===== src/rtl/pipe_hazard_ctrl_if.sv =====
// pipe_hazard_ctrl_if: fetch/decode/redirect inputs and mux/forward/writeback outputs of the hazard controller
// Ports: fetch_addr, id_inst_raw, ex_redirect (master -> slave);
//        inst_sel, fa1/fb1, fa2/fb2, rf_we, rf_wa, instret (slave -> master)
interface pipe_hazard_ctrl_if #(
    parameter int CNT_W = 32
);
    logic [31:0]      fetch_addr;
    logic [31:0]      id_inst_raw;
    logic             ex_redirect;
    logic [1:0]       inst_sel;
    logic             fa1, fb1, fa2, fb2;
    logic             rf_we;
    logic [4:0]       rf_wa;
    logic [CNT_W-1:0] instret;
    modport master (
        output fetch_addr, id_inst_raw, ex_redirect,
        input  inst_sel, fa1, fb1, fa2, fb2, rf_we, rf_wa, instret
    );
    modport slave (
        input  fetch_addr, id_inst_raw, ex_redirect,
        output inst_sel, fa1, fb1, fa2, fb2, rf_we, rf_wa, instret
    );
endinterface


===== src/rtl/pipe_hazard_ctrl.sv =====
// pipe_hazard_ctrl: decode-source select, bubble insertion, forwarding selects and WB tracking for a 3-stage RV32 pipeline
// Ports: clk; rst_n (async, active-low); bus (slave): fetch_addr/id_inst_raw/ex_redirect in,
//        inst_sel (0 imem, 1 bios, 2 NOP), fa1/fb1 (ID), fa2/fb2 (EX), rf_we/rf_wa (WB), instret out
module pipe_hazard_ctrl #(
    parameter int FLUSH_CYCLES = 1,
    parameter int CNT_W        = 32
) (
    input  logic              clk,
    input  logic              rst_n,
    pipe_hazard_ctrl_if.slave bus
);
    typedef enum logic [1:0] {BOOT, RUN, FLUSH} state_t;
    localparam logic [1:0] SEL_IMEM = 2'd0, SEL_BIOS = 2'd1, SEL_NOP = 2'd2;
    localparam logic [6:0] OP_LUI    = 7'b0110111, OP_AUIPC = 7'b0010111, OP_JAL   = 7'b1101111,
                           OP_JALR   = 7'b1100111, OP_LOAD  = 7'b0000011, OP_IMM   = 7'b0010011,
                           OP_OP     = 7'b0110011, OP_BRANCH = 7'b1100011, OP_STORE = 7'b0100011;
    state_t           state;
    logic [1:0]       cnt, src_q, src_d, inst_sel;
    logic             ex_valid, ex_wen, ex_u1, ex_u2, wb_valid, wb_wen;
    logic [4:0]       ex_rd, ex_rs1, ex_rs2, wb_rd, id_rd, id_rs1, id_rs2;
    logic [6:0]       opcode;
    logic [3:0]       nib;
    logic             redirect, id_valid, writes_rd, uses_rs1, uses_rs2, unused_ok;
    logic [CNT_W-1:0] instret_q;

    assign opcode    = bus.id_inst_raw[6:0];
    assign id_rd     = bus.id_inst_raw[11:7];
    assign id_rs1    = bus.id_inst_raw[19:15];
    assign id_rs2    = bus.id_inst_raw[24:20];
    assign nib       = bus.fetch_addr[31:28];
    assign unused_ok = ^{bus.fetch_addr[27:0], bus.id_inst_raw[31:25], bus.id_inst_raw[14:12]};

    // A redirect is only real when EX holds an instruction; during FLUSH EX holds a bubble.
    assign redirect  = (state == RUN) && bus.ex_redirect && ex_valid;
    assign inst_sel  = (state == RUN && !redirect) ? src_q : SEL_NOP;
    assign id_valid  = inst_sel != SEL_NOP;
    assign src_d     = (nib == 4'h4) ? SEL_BIOS : (nib == 4'h1 || nib == 4'h2) ? SEL_IMEM : SEL_NOP;

    // rd==0 clears the write enable, which is what keeps x0 out of every forwarding path.
    assign writes_rd = id_valid && (id_rd != 5'd0) &&
                       (opcode inside {OP_LUI, OP_AUIPC, OP_JAL, OP_JALR, OP_LOAD, OP_IMM, OP_OP});
    assign uses_rs1  = id_valid && (opcode inside {OP_JALR, OP_LOAD, OP_IMM, OP_OP, OP_BRANCH, OP_STORE});
    assign uses_rs2  = id_valid && (opcode inside {OP_BRANCH, OP_STORE, OP_OP});

    assign bus.inst_sel = inst_sel;
    assign bus.fa1      = wb_wen && uses_rs1 && (wb_rd == id_rs1);
    assign bus.fb1      = wb_wen && uses_rs2 && (wb_rd == id_rs2);
    assign bus.fa2      = wb_wen && ex_u1 && (wb_rd == ex_rs1);
    assign bus.fb2      = wb_wen && ex_u2 && (wb_rd == ex_rs2);
    assign bus.rf_we    = wb_wen;
    assign bus.rf_wa    = wb_rd;
    assign bus.instret  = instret_q;

    always_ff @(posedge clk or negedge rst_n) begin
        if (!rst_n) begin
            state     <= BOOT;
            cnt       <= '0;
            src_q     <= SEL_NOP;
            ex_valid  <= 1'b0;
            ex_wen    <= 1'b0;
            ex_u1     <= 1'b0;
            ex_u2     <= 1'b0;
            ex_rd     <= '0;
            ex_rs1    <= '0;
            ex_rs2    <= '0;
            wb_valid  <= 1'b0;
            wb_wen    <= 1'b0;
            wb_rd     <= '0;
            instret_q <= '0;
        end else begin
            state     <= (state == BOOT) ? RUN :
                         (state == RUN)  ? (redirect ? FLUSH : RUN) :
                         (cnt == 2'd1)   ? RUN : FLUSH;
            cnt       <= redirect ? 2'(FLUSH_CYCLES) : (state == FLUSH) ? cnt - 2'd1 : cnt;
            src_q     <= src_d;
            ex_valid  <= id_valid;
            ex_wen    <= writes_rd;
            ex_u1     <= uses_rs1;
            ex_u2     <= uses_rs2;
            ex_rd     <= id_valid ? id_rd : 5'd0;
            ex_rs1    <= id_valid ? id_rs1 : 5'd0;
            ex_rs2    <= id_valid ? id_rs2 : 5'd0;
            wb_valid  <= ex_valid;
            wb_wen    <= ex_wen;
            wb_rd     <= ex_rd;
            instret_q <= instret_q + CNT_W'(wb_valid);
        end
    end
endmodule


===== src/flat_wrapper.sv =====
// flat-port wrapper written by rule: the top's interface ports become plain ports
module pipe_hazard_ctrl_flat 
#(
    parameter int FLUSH_CYCLES = 1,
    parameter int CNT_W        = 32
)
  (clk, rst_n, bus_fetch_addr, bus_id_inst_raw, bus_ex_redirect, bus_inst_sel, bus_fa1, bus_fb1, bus_fa2, bus_fb2, bus_rf_we, bus_rf_wa, bus_instret);
  pipe_hazard_ctrl_if #(.CNT_W(CNT_W)) bus_i ();
  input  logic clk;
  input  logic rst_n;
  input wire logic [$bits(bus_i.fetch_addr)-1:0] bus_fetch_addr;
  input wire logic [$bits(bus_i.id_inst_raw)-1:0] bus_id_inst_raw;
  input wire logic [$bits(bus_i.ex_redirect)-1:0] bus_ex_redirect;
  output wire logic [$bits(bus_i.inst_sel)-1:0] bus_inst_sel;
  output wire logic [$bits(bus_i.fa1)-1:0] bus_fa1;
  output wire logic [$bits(bus_i.fb1)-1:0] bus_fb1;
  output wire logic [$bits(bus_i.fa2)-1:0] bus_fa2;
  output wire logic [$bits(bus_i.fb2)-1:0] bus_fb2;
  output wire logic [$bits(bus_i.rf_we)-1:0] bus_rf_we;
  output wire logic [$bits(bus_i.rf_wa)-1:0] bus_rf_wa;
  output wire logic [$bits(bus_i.instret)-1:0] bus_instret;
  assign bus_i.fetch_addr = bus_fetch_addr;
  assign bus_i.id_inst_raw = bus_id_inst_raw;
  assign bus_i.ex_redirect = bus_ex_redirect;
  assign bus_inst_sel = bus_i.inst_sel;
  assign bus_fa1 = bus_i.fa1;
  assign bus_fb1 = bus_i.fb1;
  assign bus_fa2 = bus_i.fa2;
  assign bus_fb2 = bus_i.fb2;
  assign bus_rf_we = bus_i.rf_we;
  assign bus_rf_wa = bus_i.rf_wa;
  assign bus_instret = bus_i.instret;
  pipe_hazard_ctrl #(.FLUSH_CYCLES(FLUSH_CYCLES), .CNT_W(CNT_W)) u_core (.clk(clk), .rst_n(rst_n), .bus(bus_i));
endmodule

===== config.mk =====
export PLATFORM = sky130hd
export DESIGN_NAME = pipe_hazard_ctrl_flat
export DESIGN_NICKNAME = d
export VERILOG_FILES = /design/src/rtl/pipe_hazard_ctrl_if.sv /design/src/rtl/pipe_hazard_ctrl.sv /design/src/flat_wrapper.sv
export SDC_FILE = /design/constraint.sdc
export NUM_CORES = 1
export LEC_CHECK = 0
export BUFFER_PORTS_ARGS = -buffer_cell sky130_fd_sc_hd__buf_2
export CORE_UTILIZATION = 49
export CTS_BUF_LIST = sky130_fd_sc_hd__clkbuf_8 sky130_fd_sc_hd__clkbuf_16
export CTS_CLUSTER_SIZE = 16
export DETAILED_ROUTE_END_ITERATION = 7
export GPL_TIMING_DRIVEN = 0
export HOLD_SLACK_MARGIN = 0.06
export PLACE_DENSITY = 0.86
export SYNTH_ARGS = -nofsm -noshare
export SYNTH_HDL_FRONTEND = slang
export SYNTH_SLANG_ARGS = --single-unit

===== constraint.sdc =====
create_clock -name clk -period 2.7 [get_ports clk]
set_input_delay 0.135 -clock clk [delete_from_list [all_inputs] [get_ports clk]]
set_output_delay 0.135 -clock clk [all_outputs]
set_load 0.02 [all_outputs]

======== After elaboration in Yosys (flattened, before gate mapping) ========
Index checks and enable logic that the tools add are counted.
W data, S select, Z words.
storage, ports and cells
  logic and storage cells ................. 71
  output and inout bits ................... 44
  flip-flop bits (word level) ............. 64
operators by class
  mux-type cells .......................... 12
  eq/ne operators ......................... 20
  add/sub/neg operators ................... 2
  reductions and logical operators ........ 23
operators with widths
  cell                   count
  $add A32 B1 Y32        1
  $eq A7 B6 Y1 const B   3
  $eq A7 B7 Y1 const B   3
  $eq A5 B5 Y1           4
  $mux W2                9
  $logic_and A1 B1 Y1    15
  $mux W5                3
  $eq A7 B5 Y1 const B   2
  $eq A7 B2 Y1 const B   1
  $reduce_bool A7 Y1     1
  $reduce_bool A6 Y1     1
  $reduce_bool A5 Y1     1
  $eq A2 B1 Y1 const B   2
  $eq A4 B1 Y1 const B   1
  $eq A4 B2 Y1 const B   1
  $eq A4 B3 Y1 const B   1
  $reduce_bool A3 Y1     1
  $eq A2 B2 Y1 const B   1
  $logic_not A2 Y1       1
  $ne A2 B2 Y1 const B   1
  $reduce_bool A2 Y1     1
  $sub A2 B1 Y2 const B  1
  $logic_not A1 Y1       1
  $logic_or A1 B1 Y1     1

======== Logic depth before layout (Yosys ltp) ========
  depth after elaboration ................. 10
  mapped depth ............................ 7
  mapped depth without buffers ............ 6

======== Worst setup path after synthesis ========
Ideal clock, no wire load.
  path kind ............................... register to register
  start ................................... register u_core.instret_q[0] (netlist: u_core.bus.instret[0])
  end ..................................... register u_core.instret_q[26] (netlist: u_core.bus.instret[26])
  path buffers ............................ 1
  slack ................................... 0.638 ns
  stages on the path, launching flop included .. 8
  arrival time ............................ 1.982 ns
  library setup time ...................... 0.080 ns
  cell sequence ........................... dfrtp_1 -> ha_1 -> ha_1 -> nand4_1 -> or4_1 -> buf_2 -> nor3_2 -> xor2_1
between the ends
  cells in the longest elaborated chain, start to end .. 1
ends and longest elaborated chain
  element                   RTL line                text
  start: declaration        pipe_hazard_ctrl.sv:24  logic [CNT_W-1:0] instret_q;
  start signal: assignment  pipe_hazard_ctrl.sv:86  instret_q <= instret_q + CNT_W'(wb_valid);
  $add A32 B1 Y32           pipe_hazard_ctrl.sv:86
Every way passes these cells.
A chain may end at the register's enable or synchronous reset.

======== Worst setup path after layout ========
  start ................................... register u_core.ex_valid
  end ..................................... output port bus_fa1
between the ends
  cells in the longest elaborated chain, start to end .. 8
ends and longest elaborated chain
  element                           RTL line                text
  start: declaration                pipe_hazard_ctrl.sv:19  logic ex_valid, ex_wen, ex_u1, ex_u2, wb_valid, wb_wen;
  start signal: assignment          pipe_hazard_ctrl.sv:76  ex_valid <= id_valid;
  $logic_and A1 B1 Y1               pipe_hazard_ctrl.sv:34  assign redirect = (state == RUN) && bus.ex_redirect && ex_valid;
  $logic_not A1 Y1                  pipe_hazard_ctrl.sv:35  assign inst_sel = (state == RUN && !redirect) ? src_q : SEL_NOP;
  $logic_and A1 B1 Y1               pipe_hazard_ctrl.sv:35
  $mux W2                           pipe_hazard_ctrl.sv:35
  $ne A2 B2 Y1                      pipe_hazard_ctrl.sv:36  assign id_valid = inst_sel != SEL_NOP;
  $logic_and A1 B1 Y1               pipe_hazard_ctrl.sv:42  assign uses_rs1 = id_valid && (opcode inside {OP_JALR, OP_LOAD, OP_IMM, OP_OP, OP_BRANCH, OP_STORE});
  named net u_core.uses_rs1         pipe_hazard_ctrl.sv:23  logic redirect, id_valid, writes_rd, uses_rs1, uses_rs2, unused_ok;
  $logic_and A1 B1 Y1 (2 in a row)  pipe_hazard_ctrl.sv:46  assign bus.fa1 = wb_wen && uses_rs1 && (wb_rd == id_rs1);
  end: declaration                  flat_wrapper.sv:15      output wire logic [$bits(bus_i.fa1)-1:0] bus_fa1;
The timed path passes the listed nets, and every way through them passes these cells.

==> qor.yml <==
yosysMostFrequentCell: "dfrtp_1"
drc_errors: 0
ctsHtreeMaxLevel: 3
status: "finished clean"
final.setup_skew_ns: 0.00657
leakage_nw: 1.87
drt_iter0_markers: 108
slew_violations: 0
fin_nets: 424
worstPathArrival_ns: 2.30
syn_inst: 251
hold_depth: 3
reg2reg_depth: 7
synth_top_area_frac: 0.543
rr_startpoint: "u_core.bus.instret[0]$_DFF_PN0_"
dr.pass1.iters: 4
rsz0062_at_grt: "no"
async_flop_share: 1.00
peakVddDrop_mv: 0.495
yosys-top-cells-count: "63 x dfrtp_1, 27 x xor2_1, 24 x xnor2_1"
ys_ff_latch: 64
wl_per_cell_um: 14.7
grt_pass1_vias: 2254
yosysWarnings: 0
max_cap_violations: 0
regArea_um2: 1600
syn_avg_cell_area_um2: 11.6
nFillCells: 406
syn_nets: 321
dpl.hpwl_mm: 4.07
antenna_found_initial: 0
grt_max_degree: 65
holdCritStartpoint: "bus_id_inst_raw[0]"
die_w_um: 79
clk_pin_slew_ns: 0.07
drive_gt1_frac: 0.304
cts_setup_buffers: 0
critPathLaunchType: "flip-flop"
cts_tree: "done"
yosys.area.top_type: "dfrtp_1"
reg2reg_slack_ns: 0.45
synth_area_um2: 2910
period_share: 0.903
ys_seq_area_frac: 0.552
multi_input_area_um2: 1230
synthToLayoutAreaGrowth_pct: 30.7
initial_utilization: 0.518
io_pins: 111
ys_top_cells_by_area: "dfrtp_1 54%, xor2_1 8.1%, xnor2_1 7.2%, and2_1 3.4%, nand3_1 2.6%"
hold_viol: 0
via_per_inst: 5.21
num_antenna_cells: 0
worst_pin_slew_ns: 0.793
grt_util_met2: 0.362
setup_viol: 0
met1_usage: 0.247
utilization: 0.677
crit_type: "flip-flop to output port"
cts_buffers: 9
clk_latency_ns: 0.34
grt_use_met3: 0.0494
core-area_um2: 5610
dr_total_vias: 2245
synthDistinctLibCells: 38
routabilityCongestion: 0.792
wirelength_mm: 6.34
grt_usage: 0.213
r2r_end: "u_core.bus.instret[16]$_DFF_PN0_"
hold_path.class: "input port to flip-flop"
grt_pass1_wl_mm: 10.1
fmax_mhz: 410
fin_crit_ns: 2.44
end_kind: "output port"
synth_edf_count: 0
clockBufferDepth: 2
dieArea_um2: 6240
postRouteAntennaNets: 0
power.density_nw_per_um2: 617
top_usage_layer: "met2"
clockRootBuffer: "clkbuf_8"
synth_flop_cell: "dfrtp_1"
rows: 27
worst-path-max-fanout: 10
cts_sinks: 64
worstPathRequired_ns: 2.57
grt.overflow.total: 0
tns_ns: 0
relSlewSlack: 0.471
whs_ns: 0.0637
portBuffers: 72
die-height_um: 79
hold_end: "u_core.ex_wen$_DFF_PN0_"
repair_timing:
item                                    CTS  global route
hold buffers                             19             1
hold endpoints to repair                 18            63
endpoints found under the setup margin    0             1
gates resized for setup                   0             1
placed cells by master, fill, tap and decap left out, drive strengths merged, types with 2 or more instances in the layout:
master,Yosys,layout
buf,4,76
dfrtp,63,63
xor2,27,27
xnor2,24,24
dlygate4sd3,0,20
and2,16,16
nand3,15,15
clkbuf,3,15
inv,12,14
nor2,14,14
nand2,13,13
nor3,10,10
nor4,9,9
nand4,6,6
a21oi,4,4
or4,4,4
and4,3,3
ha,3,3
nor4b,3,3
nor2b,2,2
o21ai,2,2
a211oi,2,2
bufinv,0,2
or2,2,2
routing by layer:
metal	share of wire	wire length [um]
met1	0.42	2670
met2	0.49	3130
met3	0.057	358
met4	0.029	183
met5	0	0
layout make-up:
type / instances / share of cell area
timing repair buffer: 92 / 0.148
multi-input combinational: 168 / 0.323
clock inverter: 4 / 0.0178
inverter: 12 / 0.0119
clock buffer: 12 / 0.0435
buffer: 7 / 0.00988
tap: 72 / 0.0237
sequential: 64 / 0.422
cell families (layout without fill, tap and decap cells):
family | Yosys count | in the layout | synth area share
simple gates | 102 | 102 | 0.226
flops | 64 | 64 | 0.552
xor+xnor | 51 | 51 | 0.154
buf+inv | 19 | 127 | 0.0284
compound gates | 11 | 11 | 0.0241
fa+ha+maj | 3 | 3 | 0.0129
mux | 1 | 1 | 0.00345
stage by stage:
step	setup WS, ns	total power (W)	instances	instance area [um^2]
finish	0.262	0.00234	431	3800
global route	0.178	0.00243	431	3800
CTS	0.0879	0.00235	430	3780
detailed placement	0.491	0.00139	395	3360
global placement	0.570	0.00138	395	3360
floorplan	0.638	0.00127	251	2910
power breakdown:
part           switching, W  total [W]  internal (W)
Sequential        0.0000753    0.00110       0.00103
Combinational      0.000165   0.000299      0.000133
Clock              0.000355   0.000944      0.000589
registers in the layout, summed over array words and instances, names as in the netlist:
register	flops
u_core.bus.instret	32
u_core.bus.rf_wa	5
u_core.ex_rd	5
u_core.ex_rs1	5
u_core.ex_rs2	5
u_core.cnt	2
u_core.src_q	2
u_core.state	2
u_core.bus.rf_we	1
u_core.ex_u1	1
u_core.ex_u2	1
u_core.ex_valid	1
u_core.ex_wen	1
u_core.wb_valid	1
how the worst max path moves through the flow:
stage	end	start	cells after the start
floorplan	u_core.bus.instret[26]$_DFF_PN0_	u_core.bus.instret[0]$_DFF_PN0_	7
global placement	u_core.bus.instret[26]$_DFF_PN0_	u_core.bus.instret[0]$_DFF_PN0_	7
detailed placement	bus_fa1	u_core.ex_valid$_DFF_PN0_	5
CTS	bus_fa1	u_core.ex_valid$_DFF_PN0_	5
global route	bus_fa1	u_core.ex_valid$_DFF_PN0_	5
finish	bus_fa1	u_core.ex_valid$_DFF_PN0_	5
critical path, stage by stage, from the launching register on:
cell	delay, ns
dfrtp_1	0.37
and2_1	0.23
nor4b_4	0.53
nor4b_2	0.37
and4_1	0.28
buf_2	0.18
Power figures use the tool's default switching activity.
